**src/rtl/pc_unit.sv**
```systemverilog
// Program counter unit: next-PC selection (trap/mret/redirect/stall/RAS/sequential)
// Latency: one cycle from any accepted next-PC source to pc; pc_seq is combinational
// Stall holds pc and RAS; trap, mret and redirect override stall. Optional RAS: PC_UNIT_RAS_EN
module pc_unit #(
    parameter int              XLEN         = 32,
    parameter logic [XLEN-1:0] RESET_VECTOR = '0,
    parameter int              C_EXT        = 0,
    parameter int              RAS_DEPTH    = 4
) (
    input  logic            clk,
    input  logic            rst,
    input  logic            stall,
    input  logic            inst_len16,
    input  logic            redirect_valid,
    input  logic [XLEN-1:0] redirect_target,
    input  logic            trap_valid,
    input  logic [XLEN-1:0] trap_vector,
    input  logic            mret_valid,
    input  logic [XLEN-1:0] mepc,
    input  logic            ras_push,
    input  logic            ras_pop,
    output logic [XLEN-1:0] pc,
    output logic [XLEN-1:0] pc_seq,
    output logic            misalign_err,
    output logic [XLEN-1:0] bad_addr,
    output logic            ras_empty
);

    logic [XLEN-1:0] r_pc;
    logic            r_misalign_err;
    logic [XLEN-1:0] r_bad_addr;

    logic [XLEN-1:0] w_step;
    logic [XLEN-1:0] w_pc_seq;
    logic [XLEN-1:0] w_trap_pc;
    logic [XLEN-1:0] w_mret_pc;
    logic            w_tgt_misaligned;
    logic            w_seq_ok;
    logic            w_pop_hit;
    logic [XLEN-1:0] w_ras_top;

    assign w_step           = ((C_EXT != 0) && inst_len16) ? XLEN'(2) : XLEN'(4);
    assign w_pc_seq         = r_pc + w_step;
    assign w_trap_pc        = {trap_vector[XLEN-1:2], 2'b00};
    assign w_mret_pc        = (C_EXT != 0) ? {mepc[XLEN-1:1], 1'b0} : {mepc[XLEN-1:2], 2'b00};
    assign w_tgt_misaligned = redirect_target[0] | ((C_EXT == 0) & redirect_target[1]);
    // Only a plain, unstalled cycle may touch the return-address stack
    assign w_seq_ok         = ~trap_valid & ~mret_valid & ~redirect_valid & ~stall;

`ifdef PC_UNIT_RAS_EN
    localparam int PTR_W = $clog2(RAS_DEPTH);

    // Circular buffer: r_top indexes the newest entry; a push on a full stack
    // lands on the oldest slot, so the count saturates at RAS_DEPTH.
    logic [XLEN-1:0]  r_ras [RAS_DEPTH];
    logic [PTR_W-1:0] r_top;
    logic [PTR_W:0]   r_cnt;
    logic             w_push_do;
    logic [PTR_W-1:0] w_top_inc;

    assign w_push_do = w_seq_ok & ras_push;
    assign w_pop_hit = w_seq_ok & ras_pop & (r_cnt != '0);
    assign w_ras_top = r_ras[r_top];
    assign w_top_inc = r_top + PTR_W'(1);
    assign ras_empty = (r_cnt == '0);

    // Stack update: combined push+pop replaces the top in place
    always_ff @(posedge clk) begin
        if (rst) begin
            r_top <= '0;
            r_cnt <= '0;
        end else if (w_push_do && w_pop_hit) begin
            r_ras[r_top] <= w_pc_seq;
        end else if (w_pop_hit) begin
            r_top <= r_top - PTR_W'(1);
            r_cnt <= r_cnt - (PTR_W+1)'(1);
        end else if (w_push_do) begin
            r_top            <= w_top_inc;
            r_ras[w_top_inc] <= w_pc_seq;
            if (r_cnt != (PTR_W+1)'(RAS_DEPTH)) begin
                r_cnt <= r_cnt + (PTR_W+1)'(1);
            end
        end
    end
`else
    logic w_unused_ras;

    assign w_unused_ras = ras_push ^ ras_pop;
    assign w_pop_hit    = 1'b0;
    assign w_ras_top    = '0;
    assign ras_empty    = 1'b1;
`endif

    // Next-PC selection in priority order; misalign flag lives for one cycle only
    always_ff @(posedge clk) begin
        if (rst) begin
            r_pc           <= RESET_VECTOR;
            r_misalign_err <= 1'b0;
            r_bad_addr     <= '0;
        end else begin
            r_misalign_err <= 1'b0;
            r_bad_addr     <= '0;
            if (trap_valid) begin
                r_pc <= w_trap_pc;
            end else if (mret_valid) begin
                r_pc <= w_mret_pc;
            end else if (redirect_valid) begin
                if (w_tgt_misaligned) begin
                    r_misalign_err <= 1'b1;
                    r_bad_addr     <= redirect_target;
                end else begin
                    r_pc <= redirect_target;
                end
            end else if (!stall) begin
                r_pc <= w_pop_hit ? w_ras_top : w_pc_seq;
            end
        end
    end

    assign pc           = r_pc;
    assign pc_seq       = w_pc_seq;
    assign misalign_err = r_misalign_err;
    assign bad_addr     = r_bad_addr;

endmodule

```
**config.mk**
```make
export PLATFORM = sky130hd
export DESIGN_NAME = pc_unit
export DESIGN_NICKNAME = d
export VERILOG_FILES = /design/src/rtl/pc_unit.sv
export SDC_FILE = /design/constraint.sdc
export NUM_CORES = 1
export LEC_CHECK = 0
export ABC_CLOCK_PERIOD_IN_PS = 2440
export CAP_MARGIN = 10
export CORE_AREA = 5 5 109 111
export CTS_CLUSTER_SIZE = 30
export DETAILED_ROUTE_END_ITERATION = 10
export DIE_AREA = 0 0 114 116
export GPL_TIMING_DRIVEN = 1
export PLACE_DENSITY_LB_ADDON = 0.3
export SYNTH_ARGS = -nofsm -noshare
export SYNTH_HDL_FRONTEND = slang
export SYNTH_SLANG_ARGS = --single-unit
```
**constraint.sdc**
```tcl
create_clock -name clk -period 2.44 [get_ports clk]
set_clock_uncertainty 0.15 [all_clocks]
set_input_delay 0.488 -clock clk [delete_from_list [all_inputs] [get_ports clk]]
set_output_delay 0.488 -clock clk [all_outputs]
set_load 0.05 [all_outputs]
```
==> impl_metrics.ini, run 1 <==
[clock_network]
cts_buffers = 9
postCtsHoldBufs = 0
htree_levels = 3
cts.clk_slew.worst_paths_ps = 80
clkSinkCount = 65
cts_tree = done
clkLatencyLatePin_ps = 360
cts_root_buffer = clkbuf_8
clockBufferDepth = 2

[placement]
postPlaceCellArea_mm2 = 0.00688
place_inst = 807
gp_routability_congestion = 0.945
dp_hpwl_um = 12800
io_buffers = 194

[global_routing]
grt_pass1_wl_um = 25000
gr-usage-all-layers = 0.246
antenna_found_initial = 1
grt_pass1_vias = 4482
grt_busiest_layer = met2
overflow = 0
gr-usage-met1 = 0.327
grtUsageMet3 = 0.0527
use_met2 = 0.396
grt_max_degree = 32

[sta]
setup_viol = 22
hold_violations = 0
setup_tns_ps = -4320
fin_crit_sh = 1.14
whs_ps = 342
fmax_ghz = 0.359
setup_ws_ps = -347
drv_slew = 0
grt_setup_unrepaired = true
min_period_ps = 2790
maxSlewHeadroom = 0.470
tightest_slew_ps = 792

[route]
ant_nets = 0
totalWireLength_um = 17200
wl_per_cell_um = 20.2
drc = 0
vias_per_cell = 5.58
drtIter0Drc = 596
firstDrtPassIters = 5
vias = 4747

[final_layout]
area_growth_pct = 102
nNetsFinal = 810
fin_area_mm2 = 0.00756
final_cells = 850
drive_gt1_frac = 0.327
final_util = 0.706

[floorplanning]
ios = 203
fp-row-count = 38
die_w_um = 114
dieArea_mm2 = 0.0132
initial_core_util = 0.351
die_h_um = 116
fp.coreArea_mm2 = 0.0107

[critical_path]
cp_max_fo = 6
arrival_ps = 2150
start_kind = register
critPathMostFrequentCell = buf_12
required_ps = 1800
worstSetupPathType = register to output pin
worstPathCellList = nand4_4 -> buf_8 -> nor4_4 -> buf_12 -> nand4_1 -> xnor2_4 -> buf_12
critPathSlowestCell = dfxtp_4
endpoint_kind = output pin
critPathMaxStageDelay_ps = 370

[pwr]
p_per_area_mw_per_mm2 = 483
ir_drop_v = 0.000240
p_leak_nw = 3.04
power.switching_mw = 1.31
switching_share = 0.359
pwr-share-clk = 0.290
p_seq_frac = 0.329
intPower_mw = 2.34
combPwrFrac = 0.380

[outcome]
status = finished with violations
violations = setup timing

[synth]
ys_seq_elements = 65
synthTopCellsByArea = dfxtp_1 (35%), nor2b_1 (4.8%), xnor2_1 (4.4%)
yosysSeqAreaShare = 0.347
synth.avg_cell_area_um2 = 8.45
synthFlopType = dfxtp_1
syn_inst = 444
yosysTopAreaCell = dfxtp_1
synth_cell_types = 68
netlist_top_cells_count = dfxtp_1 (65), nor2_1 (33), nor2b_1 (29)
synth_top_cell_area_share = 0.347
synth.most_common_cell = dfxtp_1
syn-cell-area_mm2 = 0.00375
syn_nets = 550
synth_edf_count = 0
synth-async-reset-ratio = 0
yosysWarnings = 0

[run]
maxCapViolCount = 0

[hold_path]
hold_class = register to register
==> cells by family (layout without fill, tap and decap cells) <==
group           after synthesis  in the layout  share of synthesized area
compound gates              119            119                      0.236
xor+xnor                     27             27                     0.0631
buf+inv                      51            316                     0.0621
other cells                   1              2                    0.00100
fa+ha+maj                     1              1                    0.00334
flops                        65             65                      0.347
simple gates                172            172                      0.265
mux                           8              8                     0.0220
==> sequential cells by signal (all words and copies together) (netlist names), named ones only <==
signal        cells
misalign_err      1
pc               30
bad_addr         32
==> cell usage in the layout (no fill, tap or decap), drive strengths merged, types with 7 or more instances in the layout <==
master and n:
nand2b 7, clkbuf 10, a221o 7, dfxtp 65, a221oi 12, xor2 8
xnor2 19, nor2b 29, nand4 13, buf 124, nand3 17, clkdlybuf4s50 159
a31oi 8, inv 17, a21oi 16, nor2 33, nand2 24, nor3 16
nor4 7, o21ai 15
==> area by class of cell <==
class,count,area (um^2)
fillers,803,3140
clock buffers,9,124
well taps,140,175
clock inverters,7,103
flip-flops and latches,65,1380
diodes,1,2.50
multi-input cells,328,2780
repair buffers,284,2930
inverters,16,60.1
==> power groups by stage <==
stage / logic, mW / clock network (mW) / registers, mW
detailed placement: 1.34 / 0 / 1.22
floorplan: 0.510 / 0 / 1.42
global route: 1.45 / 1.12 / 1.21
finish: 1.39 / 1.06 / 1.20
CTS: 1.36 / 1.08 / 1.20
global placement: 1.33 / 0 / 1.22
==> critical path: cells and delay by family (launching register included) <==
kind	cells	cell delay (ps)
xor+xnor	1	240
flops	1	370
buf+inv	3	500
simple gates	3	690
==> layer usage <==
metal / vias up / share of wire
met4: 0 / 0.023
met2: 255 / 0.48
li1: 2176 / -
met3: 33 / 0.091
met5: - / 0
met1: 2283 / 0.41
==> stage by stage <==
step	total power [mW]	setup slack [ps]
6_report	3.65	-347
2_1_floorplan	1.93	-305
3_5_place_dp	2.56	-358
5_1_grt	3.78	-424
4_1_cts	3.64	-304
3_3_place_gp	2.55	-330
==> path summary, 6_finish.rpt <==
path / startpoint / to / cells after the start / slack [ps]
setup / recovery: pc[5] / pc_seq[22] / 7 / -350
setup reg to reg: pc[5] / pc[30] / 9 / 130
hold / removal: register / register / 1 / 340
hold reg to reg: register / register / 1 / 340
==> timing repair <==
action,CTS,global route
resized for setup,18,32
gates cloned,1,0
buffers inserted,14,11
endpoints found under the setup margin,24,32
hold endpoints to repair,0,0
pin swaps,18,20
Note: power is estimated with default switching activity, not from simulation.
==> run 2, diff against run 1 <==
--- a/config.mk
+++ b/config.mk
@@ -7,12 +7,12 @@
 export LEC_CHECK = 0
 export ABC_CLOCK_PERIOD_IN_PS = 2440
 export CAP_MARGIN = 10
-export CORE_AREA = 5 5 109 111
+export CORE_AREA = 2 2 106 108
 export CTS_CLUSTER_SIZE = 30
 export DETAILED_ROUTE_END_ITERATION = 10
-export DIE_AREA = 0 0 114 116
+export DIE_AREA = 0 0 108 110
 export GPL_TIMING_DRIVEN = 1
-export PLACE_DENSITY_LB_ADDON = 0.3
+export PLACE_DENSITY = 0.84
 export SYNTH_ARGS = -nofsm -noshare
 export SYNTH_HDL_FRONTEND = slang
 export SYNTH_SLANG_ARGS = --single-unit
==> run 2 against run 1 <==
The run still ends with setup timing left. Non-clock buffer count grew 3. Die area shrank 10%. Clock-buffer cell count up 2. Design area decreased by 0.73%. Critical path depth decreased by 1. Via count grew 1.5%. Setup slack improved by 41 ps. Routed wire length grew 0.18%. Critical endpoint is now pc_seq[25]. Largest cell class unchanged.
==> impl_metrics.ini, run 2 (synthesized netlist as in run 1, its figures left out) <==
[hold_path]
hold_class = register to register
holdPathStages = 1

[critical_path]
cp.buffers_inverters = 2
start_kind = register
worstPathCellList = nand3_2 -> nor3_4 -> buf_4 -> nand4_1 -> xnor2_4 -> buf_12
worstSetupPathType = register to output pin
r2r_start = pc[13]
endpoint_kind = output pin
critPathMaxStageDelay_ps = 450
worstReg2RegEnd = pc[27]
critPathSlowestCell = dfxtp_4
required_ps = 1800
arrival_ps = 2110
reg2reg_depth = 8
r2r_setup_slack_ps = 170
cpLargestDelayFamily = simple AND/OR/NAND/NOR gates
cp_max_fo = 8

[placement]
gp_routability_congestion = 0.884
io_buffers = 194
place_ws_ps = -241
place_inst = 810
dp_hpwl_um = 12800

[sta]
maxSlewHeadroom = 0.633
whs_ps = 357
drv_slew = 0
fmax_ghz = 0.364
grt_setup_unrepaired = true
setup_ws_ps = -307
fin_crit_sh = 1.13
setup_tns_ps = -3540
min_period_ps = 2750
tightest_slew_ps = 549
setup_viol = 22
hold_violations = 0

[outcome]
violations = setup timing
status = finished with violations

[route]
ant_nets = 0
wl_per_cell_um = 20.2
firstDrtPassIters = 7
drtIter0Drc = 352
totalWireLength_um = 17200
vias = 4818
vias_per_cell = 5.65
drc = 0

[clock_network]
clkLatencyLatePin_ps = 350
cts_root_buffer = clkbuf_8
cts_buffers = 9
clockBufferDepth = 2
clkSinkCount = 65
cts.clk_slew.worst_paths_ps = 80
cts_tree = done
htree_levels = 3
postCtsHoldBufs = 0

[global_routing]
grt_pass1_vias = 4733
overflow = 0
grt_max_degree = 33
grt_pass1_wl_um = 25600
antenna_found_initial = 0
gr-usage-all-layers = 0.283

[final_layout]
final_cell_mix = clkdlybuf4s50_1 (158), buf_4 (87), dfxtp_1 (41), nor2_1 (30), nor2b_1 (29)
drive_gt1_frac = 0.320
final_cells = 852
largest_reg_flops = 32
n_antenna_cell = 0
final_common_cell = clkdlybuf4s50_1
area_growth_pct = 100
nNetsFinal = 813

[pwr]
p_leak_nw = 3.05
p_per_area_mw_per_mm2 = 469
ir_drop_v = 0.000282

[floorplanning]
die_w_um = 108
dieArea_mm2 = 0.0119
initial_core_util = 0.351
fp-row-count = 38
ios = 203
die_h_um = 110
fp.coreArea_mm2 = 0.0107

[run]
maxCapViolCount = 0
-- run 2: what timing repair did --
item	in CTS	in global routing
buffers inserted	20	9
cloned	1	0
gates resized for setup	31	12
pin swaps	21	16
endpoints found under the setup margin	23	26
-- run 2: how the worst max path moves through the flow --
stage | from | endpoint | slack (ps) | cells after the start
finish | pc[15] | pc_seq[25] | -310 | 6
global route | pc[13] | pc_seq[25] | -420 | 7
CTS | pc[7] | pc_seq[20] | -300 | 5
detailed placement | redirect_valid | pc[29] | -240 | 7
global placement | redirect_valid | pc[29] | -210 | 7
floorplan | pc[9] | pc_seq[29] | -310 | 6
-- run 2: layout make-up --
cell class | instances | area [um^2]
clock inverters | 5 | 36.3
multi-input cells | 328 | 2750
clock buffers | 11 | 163
repair buffers | 287 | 2940
flip-flops and latches | 65 | 1380
inverters | 16 | 60.1
well taps | 140 | 175
fillers | 772 | 3200
-- run 2: routing by layer --
| metal | track usage | routed length [um] | up-vias | share of wire |
|---|---|---|---|---|
| met5 | 0 | 0 | - | 0 |
| met4 | 0.131 | 597 | 0 | 0.035 |
| met3 | 0.0611 | 1740 | 58 | 0.10 |
| met2 | 0.482 | 8320 | 321 | 0.48 |
| met1 | 0.342 | 6550 | 2275 | 0.38 |
| li1 | - | - | 2164 | - |
-- run 2: through the flow --
step	total power [mW]	cell area [um^2]	utilization
3_5_place_dp	2.56	6890	0.644
6_report	3.52	7500	0.701
5_1_grt	3.63	7500	0.701
2_1_floorplan	1.93	4210	-
4_1_cts	3.51	7410	0.693
3_3_place_gp	2.54	6890	0.644
-- run 2: report_power, final --
| group | leakage, nW | switching, mW | internal [mW] | total [mW] |
|---|---|---|---|---|
| Combinational | 2.41 | 0.751 | 0.630 | 1.38 |
| Clock | 0.0931 | 0.472 | 0.460 | 0.932 |
| Sequential | 0.546 | 0.0842 | 1.12 | 1.20 |
